### config.mk
export PLATFORM = sky130hd
export DESIGN_NAME = ngc_timer_sched
export DESIGN_NICKNAME = d
export VERILOG_FILES = /design/src/rtl/ngc_timer_sched_pkg.sv /design/src/rtl/ngc_rr_arbiter.sv /design/src/rtl/ngc_timer_sched.sv
export SDC_FILE = /design/constraint.sdc
export NUM_CORES = 1
export LEC_CHECK = 0
export BUFFER_PORTS_ARGS = -buffer_cell sky130_fd_sc_hd__buf_4
export CAP_MARGIN = 10
export CORE_MARGIN = 10
export CORE_UTILIZATION = 45
export CTS_CLUSTER_SIZE = 16
export DETAILED_ROUTE_END_ITERATION = 6
export GPL_ROUTABILITY_DRIVEN = 0
export PLACE_DENSITY = 0.77
export SKIP_LAST_GASP = 1
export SYNTH_ARGS = -nofsm -noshare
export SYNTH_HDL_FRONTEND = slang
export SYNTH_SLANG_ARGS = --single-unit
### constraint.sdc
create_clock -name clk -period 5 [get_ports clk]
set_clock_uncertainty 0.05 [all_clocks]
set_input_delay 0 -clock clk [delete_from_list [all_inputs] [get_ports clk]]
set_output_delay 0 -clock clk [all_outputs]
set_load 0.02 [all_outputs]
### src/rtl/ngc_timer_sched_pkg.sv
// Shared types and helpers for the timer scheduler and its round-robin arbiter.
package ngc_timer_sched_pkg;

  typedef enum logic [1:0] {
    IDLE = 2'd0,
    LOAD = 2'd1,
    RUN  = 2'd2,
    DONE = 2'd3
  } sched_state_e;

  // Index of the k-th candidate when scanning from base with wrap at n (base < n, k < n).
  function automatic int unsigned rr_index(input int unsigned base,
                                           input int unsigned k,
                                           input int unsigned n);
    int unsigned s;
    s = base + k;
    return (s >= n) ? (s - n) : s;
  endfunction

endpackage

### src/rtl/ngc_rr_arbiter.sv
// Combinational round-robin arbiter: first asserted request at or after ptr, wrapping.
module ngc_rr_arbiter
  import ngc_timer_sched_pkg::*;
#(
  parameter int N   = 4,
  parameter int IDW = $clog2(N)
) (
  input  logic [N-1:0]   req,
  input  logic [IDW-1:0] ptr,
  output logic [N-1:0]   gnt,
  output logic [IDW-1:0] gnt_id,
  output logic           any
);

  always_comb begin
    gnt    = '0;
    gnt_id = '0;
    any    = 1'b0;
    for (int k = 0; k < N; k++) begin
      if (!any && req[rr_index(32'(ptr), k, N)]) begin
        any                             = 1'b1;
        gnt[rr_index(32'(ptr), k, N)]   = 1'b1;
        gnt_id                          = IDW'(rr_index(32'(ptr), k, N));
      end
    end
  end

endmodule

### src/rtl/ngc_timer_sched.sv
// Time-shares one up-counting one-shot counter among N_REQ requesters.
// Handshake: req[i] is a level held until ack[i]; ack and done are single-cycle one-hot pulses.
module ngc_timer_sched
  import ngc_timer_sched_pkg::*;
#(
  parameter int N_REQ = 4,
  parameter int WIDTH = 16
) (
  input  logic                   clk,
  input  logic                   rst,
  input  logic [N_REQ-1:0]       req,
  input  logic [N_REQ*WIDTH-1:0] delay,
  output logic [N_REQ-1:0]       ack,
  output logic [N_REQ-1:0]       done,
  output logic                   busy,
  output logic                   cnt_rst,
  output logic                   cnt_load,
  output logic                   cnt_enb,
  output logic                   cnt_dir,
  output logic                   cnt_one_shot,
  output logic [WIDTH-1:0]       cnt_count_from_value,
  output logic [WIDTH-1:0]       cnt_load_value,
  output logic [WIDTH-1:0]       cnt_step_value,
  output logic [WIDTH-1:0]       cnt_count_to_value,
  input  logic                   cnt_count_hit
);

  localparam int IDW = $clog2(N_REQ);

  sched_state_e     state_q, state_d;
  logic [IDW-1:0]   ptr_q, ptr_d;
  logic [IDW-1:0]   id_q, id_d;
  logic [N_REQ-1:0] owner_q, owner_d;
  logic [WIDTH-1:0] delay_q, delay_d;

  logic [N_REQ-1:0] arb_gnt;
  logic [IDW-1:0]   arb_id;
  logic             arb_any;

  ngc_rr_arbiter #(.N(N_REQ), .IDW(IDW)) u_arb (
    .req    (req),
    .ptr    (ptr_q),
    .gnt    (arb_gnt),
    .gnt_id (arb_id),
    .any    (arb_any)
  );

  assign cnt_rst              = rst;
  assign cnt_dir              = 1'b0;
  assign cnt_one_shot         = 1'b1;
  assign cnt_step_value       = WIDTH'(1);
  assign cnt_count_from_value = '0;
  assign cnt_load_value       = '0;
  assign cnt_count_to_value   = delay_q;

  always_comb begin
    state_d  = state_q;
    ptr_d    = ptr_q;
    id_d     = id_q;
    owner_d  = owner_q;
    delay_d  = delay_q;
    ack      = '0;
    done     = '0;
    busy     = 1'b0;
    cnt_load = 1'b0;
    cnt_enb  = 1'b0;
    case (state_q)
      IDLE: begin
        if (arb_any) begin
          state_d = LOAD;
          id_d    = arb_id;
          owner_d = arb_gnt;
          delay_d = delay[32'(arb_id)*WIDTH +: WIDTH];
        end
      end
      LOAD: begin
        busy     = 1'b1;
        ack      = owner_q;
        cnt_load = 1'b1;
        state_d  = RUN;
      end
      RUN: begin
        busy    = 1'b1;
        cnt_enb = 1'b1;
        if (cnt_count_hit) state_d = DONE;
      end
      DONE: begin
        busy    = 1'b1;
        done    = owner_q;
        state_d = IDLE;
        // Next search starts just after the owner so it cannot win twice in a row.
        ptr_d   = (id_q == IDW'(N_REQ - 1)) ? '0 : id_q + 1'b1;
      end
      default: state_d = IDLE;
    endcase
    // Aborted timers are silent: nothing leaves the block while reset is held.
    if (rst) begin
      ack      = '0;
      done     = '0;
      busy     = 1'b0;
      cnt_load = 1'b0;
      cnt_enb  = 1'b0;
    end
  end

  always_ff @(posedge clk) begin
    if (rst) begin
      state_q <= IDLE;
      ptr_q   <= '0;
      id_q    <= '0;
      owner_q <= '0;
      delay_q <= '0;
    end else begin
      state_q <= state_d;
      ptr_q   <= ptr_d;
      id_q    <= id_d;
      owner_q <= owner_d;
      delay_q <= delay_d;
    end
  end

endmodule

==> impl_summary.txt <==
----------------------------------------------------
[Power]
  P per Cell Area ... between 300 and 400 nW/um^2
  Cell leakage power ... between 1.5 and 2 nW
  Total Power ... 0.00144 W
  Largest voltage drop on the vdd net ... around 0.12 mV

[GRT]
  Maximum number of pins on one net before global-route repair ... 31
  Number of global-route vias before repair ... around 3000
  Overall routing resource usage ... between 10% and 20%
  GRT overflow ... 0
  Global-route wire length before repair ... ~15000 um
  Antenna violations before repair ... 0

[Placed design]
  Number of input and output port buffers inserted ... slightly below 100
  Worst slack at placement ... about 1400 ps
  HPWL after detailed placement ... about 7500 um
  Post-placement cell count ... around 550

[CTS]
  Clock insertion delay at the later pin of the skew report ... 270 ps
  CTS root buffer ... clkbuf_8
  Clock sinks ... 26
  Clock buffers created by TritonCTS ... 3
  Post-cts repair resize count ... 0
  H-tree levels ... 1
  Post-CTS Setup Inserts ... 0
  CTS tree ... yes
  Clock transition at path regs ... ~90 ps
  Clk buf depth ... 2
  Hold-fix buffer count after cts ... 1

[Timing]
  FMAX ... 274 MHz
  Period minus WS final ... roughly 3700 ps
  Total of endpoints with negative setup slack in the final report ... 0
  Setup repair after global routing missed its margin ... no
  Worst Tran Pin Value ... 1240 ps
  Crit share post-route ... between 70% and 80%
  Number of hold-slack violations in the final timing report ... 0
  Aggregate negative setup slack ... 0 ps
  Slew HR ... between 15 and 20%
  Max Transition Viols Final ... 0
  PnR worst setup slack ... 1350 ps

[Cells and area]
  Core occupancy in the finished layout ... a little over half
  Antenna Cells ... 0
  Synthesis-to-finish area growth ... 17.5%
  Layout Cells excl Fill ... ~560
  Total of fill cells in the finished design ... ~640
  Area of all sequential standard cells ... 520 um^2
  Net count of the finished layout ... roughly 550
  Area of combinational cells with multiple inputs ... approximately 2200 um^2
  Fraction of final layout cells with drive strength greater than 1 ... between 30% and 40%

[Synth]
  Share of the synthesized area in the top cell type ... between 10% and 20%
  Top_reg_cell synth ... dfxtp_1
  Netlist area before placement ... 3160 um^2
  List of most frequent post-synthesis cells ... 55 x buf_4, 34 x nand2_1, 26 x dfxtp_1, 26 x nor2_1
  Post-synthesis area per instance ... 8.07 um^2
  Yosys warns ... 0
  Number of distinct library cell variants in the gate-level netlist after synthesis ... 53
  Dominant cell type by area after synthesis ... dfxtp_1
  Portion of the post-synthesis area used by sequential elements ... between 15 and 20%
  Main area contributors after synthesis ... dfxtp_1 16%, buf_4 13%, ha_1 5.6%
  Proportion of register bits with asynchronous set or reset after synthesis ... 0%
  Number of register bits inferred by synthesis ... 26
  EDFF count, synth ... 0
  Most frequent cell after synthesis ... buf_4
  Synthesized netlist cell count ... around 390

[Worst setup path]
  Data required time at the worst endpoint ... 5140 ps
  Crit path arrival time ... 3790 ps
  Depth of the most critical reg-to-reg path ... 9
  Cell with the largest stage delay on the worst path ... dfxtp_1
  Sort of element at the start of the critical path ... flip-flop
  Largest fanout of any net on the critical path ... 30
  Worst path max stage delay ... approximately 540 ps
  Worst setup EP type ... flip-flop
  List of cells traversed by the critical path ... inv_1, ha_1, mux4_2, nand2b_1, a21oi_4, buf_4, nor3_1, or3_1, a311oi_2
  Startpoint-to-endpoint class of the critical path ... flip-flop to flip-flop

[Floorplanning]
  Die area ... 10800 um^2
  Die width ... just over 100 um
  Initial cell density of the core ... between 40% and 50%
  CORE AREA ... approximately 6800 um^2
  Number of top-level pins ... between 100 and 150
  Placement Rows ... 30
  Chip Height ... around 100 um

[Routing]
  Count of nets left with antenna violations after detail routing ... 0
  Total number of vias ... about 3000
  Number of design-rule violations left by the first detailed-router iteration ... between 300 and 400
  Met3 layer wire length in the routed design ... a little under 800 um
  Via density per instance ... roughly 5.4
  Routed metal-1 wirelength ... around 4000 um
  Wire length per cell ... 17.1 um
  Routed length on met2 ... around 4600 um
  Number of search-and-repair iterations in the first detailed-routing pass ... 6
  Highest metal used ... met4
  Final routed DRC violation total ... 0
  Total Routed Length ... about 9500 um

[Flow run]
  Number of maximum-capacitance constraint violations ... 0

[Min path]
  Cell count of the worst hold path ... 3
  Path category of the worst min-delay check ... input port to flip-flop

[Outcome]
  Run status ... completed

----------------------------------------------------
power by group:
group / total [W] / internal, W / switching [W]
Sequential: 0.000355 / 0.000295 / 0.0000603
Clock: 0.000138 / 0.0000704 / 0.0000674
Combinational: 0.000951 / 0.000389 / 0.000563
sequential cells by signal, indices dropped and copies added (netlist names):
name	cells
cnt_count_to_value	16
id_q	2
owner_q	4
ptr_q	2
state_q	2
through the flow:
stage / hold WS (ps) / cell area [um^2]
after global placement: 260 / 3640
after global routing: 58.3 / 3710
after detailed placement: 264 / 3640
after CTS: 40.7 / 3710
after floorplan: 17.9 / 3340
final: 42.2 / 3710
logic make-up after synthesis:
| kind of cell | count (synthesis) | share of synthesized area [%] |
|---|---|---|
| AOI/OAI and AO/OA | 108 | 30.2 |
| xor gates and xnor gates | 1 | 0.278 |
| adders and majority gates | 14 | 5.55 |
| buffers and inverters | 90 | 19.5 |
| DFF | 26 | 16.5 |
| muxes | 16 | 7.18 |
| other | 2 | 0.238 |
| and+or+nand+nor | 134 | 20.5 |
worst max-delay path, delay by kind of cell, from the launching register on:
| family | cells | cell delay, ps |
|---|---|---|
| AOI/OAI and AO/OA | 2 | 500 |
| adders and majority gates | 1 | 530 |
| buffers and inverters | 2 | 560 |
| DFF | 1 | 540 |
| muxes | 1 | 440 |
| and+or+nand+nor | 3 | 950 |
metal layers:
metal / vias up / global-route usage [%]
met5: - / 0
met3: 17 / 2.17
met2: 157 / 27.4
li1: 1454 / -
met1: 1391 / 20.7
met4: 0 / 3.98
path summary, 6_finish.rpt:
check,startpoint,to,slack [ps]
max reg2reg,ptr_q[1]$_SDFFE_PP0N_,cnt_count_to_value[15]$_SDFFE_PP0P_,1350
min,delay[36],cnt_count_to_value[4]$_SDFFE_PP0P_,40
min reg2reg,cnt_count_to_value[11]$_SDFFE_PP0P_,cnt_count_to_value[11]$_SDFFE_PP0P_,410
max,ptr_q[1]$_SDFFE_PP0N_,cnt_count_to_value[15]$_SDFFE_PP0P_,1350
placed cells by master (no fill, tap or decap), types with 5 or more instances in the layout:
cell / Yosys / final
o31ai_1: 5 / 5
and3_1: 13 / 13
a2111oi_2: 9 / 9
nand2_1: 34 / 34
buf_4: 55 / 103
ha_1: 14 / 14
a211oi_1: 6 / 6
conb_1: 2 / 50
o21ba_2: 14 / 14
nor2b_1: 5 / 5
mux2i_1: 8 / 8
inv_1: 6 / 6
o31ai_2: 10 / 10
nor3_1: 20 / 20
dfxtp_1: 26 / 26
nand3_1: 17 / 17
o21a_1: 14 / 14
and2_1: 9 / 9
nor2_1: 26 / 26
a21oi_1: 20 / 20
area by class of cell:
class | count | area share, %
clock buffer | 4 | 1.48
multi-input combinational | 323 | 59.5
inverter | 6 | 0.607
tap | 96 | 3.24
timing repair buffer | 104 | 21.1
sequential | 26 | 14.0
Power figures use the tool's default switching activity.
